[config.mk]
export PLATFORM = sky130hd
export DESIGN_NAME = mem_arbiter
export DESIGN_NICKNAME = d
export VERILOG_FILES = /design/src/rtl/soc_pkg.sv /design/src/rtl/arb_pick.sv /design/src/rtl/mem_arbiter.sv
export SDC_FILE = /design/constraint.sdc
export NUM_CORES = 1
export LEC_CHECK = 0
export CAP_MARGIN = 20
export CORE_AREA = 3 3 120 122
export CTS_CLUSTER_SIZE = 40
export DETAILED_ROUTE_END_ITERATION = 6
export DIE_AREA = 0 0 123 125
export PLACE_DENSITY = 0.67
export SETUP_SLACK_MARGIN = 0.5
export SLEW_MARGIN = 20
export SYNTH_ARGS = -nofsm -noshare
export SYNTH_HDL_FRONTEND = slang
export SYNTH_SLANG_ARGS = --single-unit
[constraint.sdc]
create_clock -name clk -period 2.4 [get_ports clk]
set_clock_uncertainty 0.2 [all_clocks]
set_input_delay 0.36 -clock clk [delete_from_list [all_inputs] [get_ports clk]]
set_output_delay 0.36 -clock clk [all_outputs]
set_load 0.03 [all_outputs]
[src/rtl/soc_pkg.sv]
// soc_pkg: shared FSM state enum and port ids for the memory arbiter
package soc_pkg;
  typedef enum logic [1:0] {IDLE, ISSUE, RESP} state_e;
  localparam logic PORT_LOADER = 1'b0;
  localparam logic PORT_CPU = 1'b1;
endpackage

[src/rtl/arb_pick.sv]
// arb_pick: two-requester winner select; on contention the port not granted last wins
module arb_pick
  import soc_pkg::*;
(
  input  logic req0_i,
  input  logic req1_i,
  input  logic last_i,
  output logic win_o
);
  assign win_o = (req0_i && req1_i) ? ~last_i : (req1_i ? PORT_CPU : PORT_LOADER);
endmodule

[src/rtl/mem_arbiter.sv]
// mem_arbiter: two-port arbiter onto a shared synchronous memory, fixed 3-cycle access
// define MEM_ARB_RR_EN for round-robin arbitration, otherwise m0 has fixed priority
module mem_arbiter
  import soc_pkg::*;
#(
  parameter int ADDR_W = 32,
  parameter int DATA_W = 32
) (
  input  logic                clk,
  input  logic                rst,
  input  logic                m0_req,
  input  logic [ADDR_W-1:0]   m0_addr,
  input  logic                m0_ren,
  input  logic [DATA_W-1:0]   m0_wdata,
  input  logic [DATA_W/8-1:0] m0_wmask,
  output logic [DATA_W-1:0]   m0_rdata,
  output logic                m0_ack,
  input  logic                m1_req,
  input  logic [ADDR_W-1:0]   m1_addr,
  input  logic                m1_ren,
  input  logic [DATA_W-1:0]   m1_wdata,
  input  logic [DATA_W/8-1:0] m1_wmask,
  output logic [DATA_W-1:0]   m1_rdata,
  output logic                m1_ack,
  output logic [ADDR_W-1:0]   mem_addr,
  output logic [DATA_W-1:0]   mem_wdata,
  output logic [DATA_W/8-1:0] mem_wmask,
  output logic                mem_ren,
  input  logic [DATA_W-1:0]   mem_rdata,
  output logic                grant_id,
  output logic                busy
);
  state_e state_q, state_d;
  logic grant_q, grant_d, ren_q, ren_d;
  logic [ADDR_W-1:0] addr_q, addr_d;
  logic [DATA_W-1:0] wdata_q, wdata_d;
  logic [DATA_W/8-1:0] wmask_q, wmask_d;
  logic last, win, latch, issue, resp;
  arb_pick u_pick (
    .req0_i(m0_req),
    .req1_i(m1_req),
    .last_i(last),
    .win_o (win)
  );
`ifdef MEM_ARB_RR_EN
  logic rr_q;
  always_ff @(posedge clk) rr_q <= rst ? PORT_CPU : (latch ? win : rr_q);
  assign last = rr_q;
`else
  assign last = PORT_CPU;
`endif
  assign latch = (state_q == IDLE) && (m0_req || m1_req);
  always_comb begin
    state_d = (state_q == ISSUE) ? RESP : (latch ? ISSUE : IDLE);
    grant_d = latch ? win : grant_q;
    addr_d  = latch ? (win ? m1_addr : m0_addr) : addr_q;
    ren_d   = latch ? (win ? m1_ren : m0_ren) : ren_q;
    wdata_d = latch ? (win ? m1_wdata : m0_wdata) : wdata_q;
    wmask_d = latch ? (win ? m1_wmask : m0_wmask) : wmask_q;
  end
  always_ff @(posedge clk) begin
    if (rst) begin
      state_q <= IDLE;
      grant_q <= PORT_LOADER;
      addr_q  <= '0;
      ren_q   <= 1'b0;
      wdata_q <= '0;
      wmask_q <= '0;
    end else begin
      state_q <= state_d;
      grant_q <= grant_d;
      addr_q  <= addr_d;
      ren_q   <= ren_d;
      wdata_q <= wdata_d;
      wmask_q <= wmask_d;
    end
  end
  // strobes and acks are masked by rst so an aborted transaction never completes
  assign issue     = (state_q == ISSUE) && !rst;
  assign resp      = (state_q == RESP) && !rst;
  assign busy      = state_q != IDLE;
  assign grant_id  = grant_q;
  assign mem_addr  = addr_q;
  assign mem_wdata = wdata_q;
  assign mem_ren   = issue && ren_q;
  assign mem_wmask = issue ? wmask_q : '0;
  assign m0_ack    = resp && (grant_q == PORT_LOADER);
  assign m1_ack    = resp && (grant_q == PORT_CPU);
  assign m0_rdata  = m0_ack ? mem_rdata : '0;
  assign m1_rdata  = m1_ack ? mem_rdata : '0;
endmodule

# ---- After elaboration in Yosys (flattened, before gate mapping)
# Cells that the tools add are included.
dict set report totals {
  reg_bits 72
  input_bits 174
  output_inout_bits 137
}
dict set report op_classes {
  n_eq_ne 2
  muxes 11
  bitwise_logic 1
  reduce_logical 12
}
# op n
set ops {}
lappend ops {{two-way mux 32 bit} 4}
lappend ops {{two-way mux 4 bit} 2}
lappend ops {{logical AND 1 bit} 7}
lappend ops {{two-way mux 1 bit} 4}
lappend ops {{equality test 2 x 1 -> 1 bit (second input constant)} 1}
lappend ops {{equality test 2 bit (second input constant)} 1}
lappend ops {{zero test 2 bit} 1}
lappend ops {{two-way mux 2 bit} 1}
lappend ops {{nonzero test 2 bit} 1}
lappend ops {{OR reduction 2 bit} 1}
lappend ops {{zero test 1 bit} 1}
lappend ops {{logical OR 1 bit} 1}
lappend ops {{inverter 1 bit} 1}

# ---- Logic depth before layout (Yosys ltp)
# Gate-level depths: netlist of run 1.
dict set report logic_depth {
  ltp_word 4
  mapped_depth 6
  mapped_depth_nobuf 4
}

# ---- Cells and area by module
# From an unflattened synthesis of run 1, not the netlist that was laid out.
dict set report unflattened {
  hier_cells 406
  hier_area_um2 3806.2
}
# mod instances cells_per_inst area_each_um2
set modules_own_cells {}
lappend modules_own_cells {mem_arbiter 1 405 3794.9}
lappend modules_own_cells {arb_pick 1 1 11.3}

# ---- Worst setup path after synthesis of run 1
# Ideal clock, no wire load.
dict set report synth_timing {
  kind {register -> output}
  start {reg grant_q (netlist: grant_id)}
  end {out m1_rdata[17]}
  arrival_ns 1.668
  slack_ns 0.172
  path_stages_with_launch 4
  n_path_buf 1
  cell_sequence {dfxtp_1 -> and4bb_2 -> clkbuf_1 -> and2_1}
}
dict set report synth_via {
  elab_chain_len 2
}
# element line
set synth_rtl {}
lappend synth_rtl {{from (decl)} mem_arbiter.sv:34} ;# logic grant_q, grant_d, ren_q, ren_d;
lappend synth_rtl {{from (signal assigned)} mem_arbiter.sv:71} ;# grant_q <= grant_d;
lappend synth_rtl {{logical AND 1 bit} mem_arbiter.sv:88} ;# assign m1_ack = resp && (grant_q == PORT_CPU);
lappend synth_rtl {{named net m1_ack} mem_arbiter.sv:24} ;# output logic m1_ack,
lappend synth_rtl {{two-way mux 32 bit} mem_arbiter.sv:90} ;# assign m1_rdata = m1_ack ? mem_rdata : '0;
lappend synth_rtl {{to (decl)} mem_arbiter.sv:23} ;# output logic [DATA_W-1:0] m1_rdata,
# The timed path passes the listed nets, and every way through them passes these cells.

# ---- Worst setup path in the final report of run 1
dict set report layout_timing {
  start {reg state_q[0]}
  end {out m0_rdata[6]}
}
dict set report layout_via {
  elab_chain_len 4
}
# element line
set layout_rtl {}
lappend layout_rtl {{from (decl)} mem_arbiter.sv:33} ;# state_e state_q, state_d;
lappend layout_rtl {{from (signal assigned)} mem_arbiter.sv:70} ;# state_q <= state_d;
lappend layout_rtl {{equality test 2 bit} mem_arbiter.sv:80} ;# assign resp = (state_q == RESP) && !rst;
lappend layout_rtl {{logical AND 1 bit} mem_arbiter.sv:80}
lappend layout_rtl {{logical AND 1 bit} mem_arbiter.sv:87} ;# assign m0_ack = resp && (grant_q == PORT_LOADER);
lappend layout_rtl {{two-way mux 32 bit} mem_arbiter.sv:89} ;# assign m0_rdata = m0_ack ? mem_rdata : '0;
lappend layout_rtl {{to (decl)} mem_arbiter.sv:16} ;# output logic [DATA_W-1:0] m0_rdata,
# Every way passes these cells.

==> results of run 1 <==
==> power groups by stage <==
stage | Combinational [mW] | Clock (mW) | Sequential, mW
after floorplan | 0.421 | 0 | 1.67
after global placement | 1.32 | 0 | 1.43
after detailed placement | 1.33 | 0 | 1.43
after CTS | 1.27 | 1.51 | 1.41
after global routing | 1.39 | 1.56 | 1.43
final | 1.30 | 1.48 | 1.41
==> through the flow <==
step | worst slack [ns] | instance area, µm² | util | std cells | power (mW)
4_1_cts | 0.251 | 7230 | 0.544 | 953 | 4.19
2_1_floorplan | 0.504 | 3750 | - | 483 | 2.09
3_5_place_dp | 0.296 | 6800 | 0.511 | 930 | 2.77
5_1_grt | 0.200 | 7610 | 0.572 | 964 | 4.37
3_3_place_gp | 0.336 | 6800 | 0.511 | 930 | 2.75
6_report | 0.256 | 7610 | 0.572 | 964 | 4.19
==> final cells by class <==
cell class / count / area [µm²] / share of cell area
inverters: 1 / 3.75 / 0.000494
flip-flops and latches: 72 / 1450 / 0.191
multi-input cells: 361 / 2210 / 0.291
diodes: 2 / 5.00 / 0.000658
clock buffers: 11 / 253 / 0.0332
clock inverters: 5 / 78.8 / 0.0104
well taps: 176 / 220 / 0.0290
repair buffers: 336 / 3380 / 0.445
==> cell usage after synthesis <==
cell | count | area (µm²)
nor3_1 | 1 | 5.00
a311oi_1 | 69 | 604
nor2_1 | 1 | 3.75
dfxtp_1 | 72 | 1440
and2_1 | 69 | 432
nor2_4 | 1 | 11.3
clkbuf_1 | 14 | 52.6
nand2_1 | 139 | 522
nand2b_1 | 1 | 6.26
and4bb_2 | 1 | 12.5
or2_1 | 1 | 6.26
buf_6 | 1 | 11.3
inv_2 | 1 | 3.75
buf_2 | 32 | 160
nor2_2 | 1 | 6.26
o21ai_0 | 1 | 5.00
nor3b_1 | 1 | 7.51
nor4b_4 | 1 | 23.8
buf_4 | 5 | 37.5
a21oi_1 | 70 | 350
nor2b_1 | 1 | 6.26
==> registers in the layout, summed over array words and instances, names as in the netlist <==
name and cells:
grant_id 1, mem_addr 32, mem_wdata 32, ren_q 1, state_q 2, wmask_q 4
==> worst reg2reg max path, stage by stage, from the launching register on <==
cell	delay, ns
dfxtp_4	0.36
buf_4	0.14
buf_4	0.13
nor2_4	0.12
buf_4	0.42
a21oi_1	0.15
a311oi_1	0.28
==> metal layers <==
layer | wire length (µm) | GRT usage | vias up
li1 | - | - | 2301
met1 | 6880 | 0.233 | 2278
met2 | 9320 | 0.382 | 227
met3 | 1560 | 0.0687 | 34
met4 | 498 | 0.0671 | 2
met5 | 7 | 0 | -
==> timing repair <==
item                       4_1_cts  5_1_grt
hold buffers                     0        0
pin swaps                       12       14
gates cloned                     4        3
buffers inserted                 3        6
gates resized for setup        109       86
setup endpoints to repair      135       72
==> worst paths after layout <==
path,slack [ns],cells after the start,end,start
setup / recovery,0.26,5,m0_rdata[6],state_q[0]
hold / removal,0.17,2,grant_id,rst
setup reg to reg,0.50,6,mem_addr[22],state_q[0]
hold reg to reg,0.31,2,mem_addr[12],mem_addr[12]
==> logic make-up (layout without fill, tap and decap cells) <==
kind of cell	after synthesis	count (layout)
simple gates	218	221
compound gates	140	140
flops	72	72
buf+inv	53	353
other cells	0	2
==> impl_results.md, run 1 <==
* Clk sink count at 72
* Routability cong. at 0.796
* Root buffer cell: clkbuf_16
* Arrival time at the worst endpoint at 1.58 ns
* Gr ovfl total at 0
* Worst slew margin at 0.681
* Post-Syn Area per Cell at 7.68 µm²
* Buffers and inverters on the worst path at 3
* Pint at 2.89 mW
* Die Ht at 125 µm
* HPWL Detailed at 12400 µm
* CTS tree: built
* Fraction of the mapped netlist area in compound gates at 0.259
* Register area share after synthesis at 0.389
* Slew Limit Fails at 0
* Cell Rows at 42
* Pin count of the biggest net entering global routing at 70
* Iter 0 DRT Violations at 188
* Yosys warns at 0
* Multiplexer area fraction after synthesis at 0
* Post-Syn Nets at 657
* Clock latency at the later pin of the worst-skew pair at 0.33 ns
* Shortest period the worst path allows at 2.14 ns
* # IOs at 311
* CP Cell Sequence: nor4b_4, buf_6, buf_6, and2_4, buf_6
* Leak at 3.32 nW
* TritonCTS Buffers at 9
* Drt via density at 5.02
* Count of final setup violators at 0
* Initial Util at 0.279
* Area grow syn2layout at 105%
* Slowest cell on the critical path: dfxtp_4
* Final Hold Viols at 0
* Buffer levels on the longest clock path at 2
* Post-Route WL at 18300 µm
* Crit path capture type: output port
* Detailed-router iteration count before antenna repair at 4
* Die width at 123 µm
* Max Cap Viol at 0
* Largest family of logic cells by synthesized area: simple AND/OR/NAND/NOR gates
* Synth cell types at 21
* Synthesized instance count at 483
* Post-synthesis xor/xnor area fraction at 0
* First-pass GRT wire length at 25600 µm
* #FFs+latches synth at 72
* Antenna violations before repair at 3
* Top delay family on crit path: buffers and inverters
* Net load switching power at 1.30 mW
* Crit path kind: reg2out
* Worst-margin pin slew at 0.479 ns
* Hold WS at 0.169 ns
* Mapped cell area at 3710 µm²
* # nets final at 955
* Startpoint types: flop
* Post-Synth Adder-Cell Area at 0
* Seq pwr share at 0.336
* Hold Path Class: in2reg
* Sw Ratio at 0.310
* RSZ-0062 raised after global routing: true
* VDD IR-drop max at 0.266 mV
* Status: finished, final reports clean
* Pwr/cell area at 551 nW/µm²
* Most frequent cells in the layout: 172 x clkdlybuf4s50_1, 139 x nand2_1, 70 x a21oi_1, 69 x a311oi_1, 69 x dfxtp_1
* Worst path most repeated cell: buf_6
* Vias in the first global route at 4583
* Comb pwr share at 0.311
* Vias at 4842
* Wirelength per Cell at 18.9 µm
* Layout cell share with drive strength beyond 1 at 0.240
* I/O Buffers at 310
* Antenna Violating Nets Remaining at 0
* CP required at 1.84 ns
* Crit share post-route at 0.893
* GRT Total Usage at 0.212
* Worst-path clk slew at 0.05 ns
* Die ar. at 15400 µm²
* Slowest stage delay, CP at 0.36 ns
* Fillers at 1217
* Maximum clock rate at 466 MHz
* Setup TNS at 0 ns
* Max FO, Critical Path at 8
* Htree depth at 3
* Clock Power Share at 0.352
* Commonest non-fill, non-tap cell in the layout: clkdlybuf4s50_1
* Core area at 13300 µm²
* Simple-gate area share of the yosys netlist at 0.281
* DRC viols at 0
(Power assumes the default switching activity.)
==> run 2, diff against run 1 <==
--- a/config.mk
+++ b/config.mk
@@ -5,6 +5,7 @@
 export SDC_FILE = /design/constraint.sdc
 export NUM_CORES = 1
 export LEC_CHECK = 0
+export ABC_CLOCK_PERIOD_IN_PS = 2400
 export CAP_MARGIN = 20
 export CORE_AREA = 3 3 120 122
 export CTS_CLUSTER_SIZE = 40
==> results of run 2 <==
No change in the layout: final DEF, timing and power equal those of run 1.
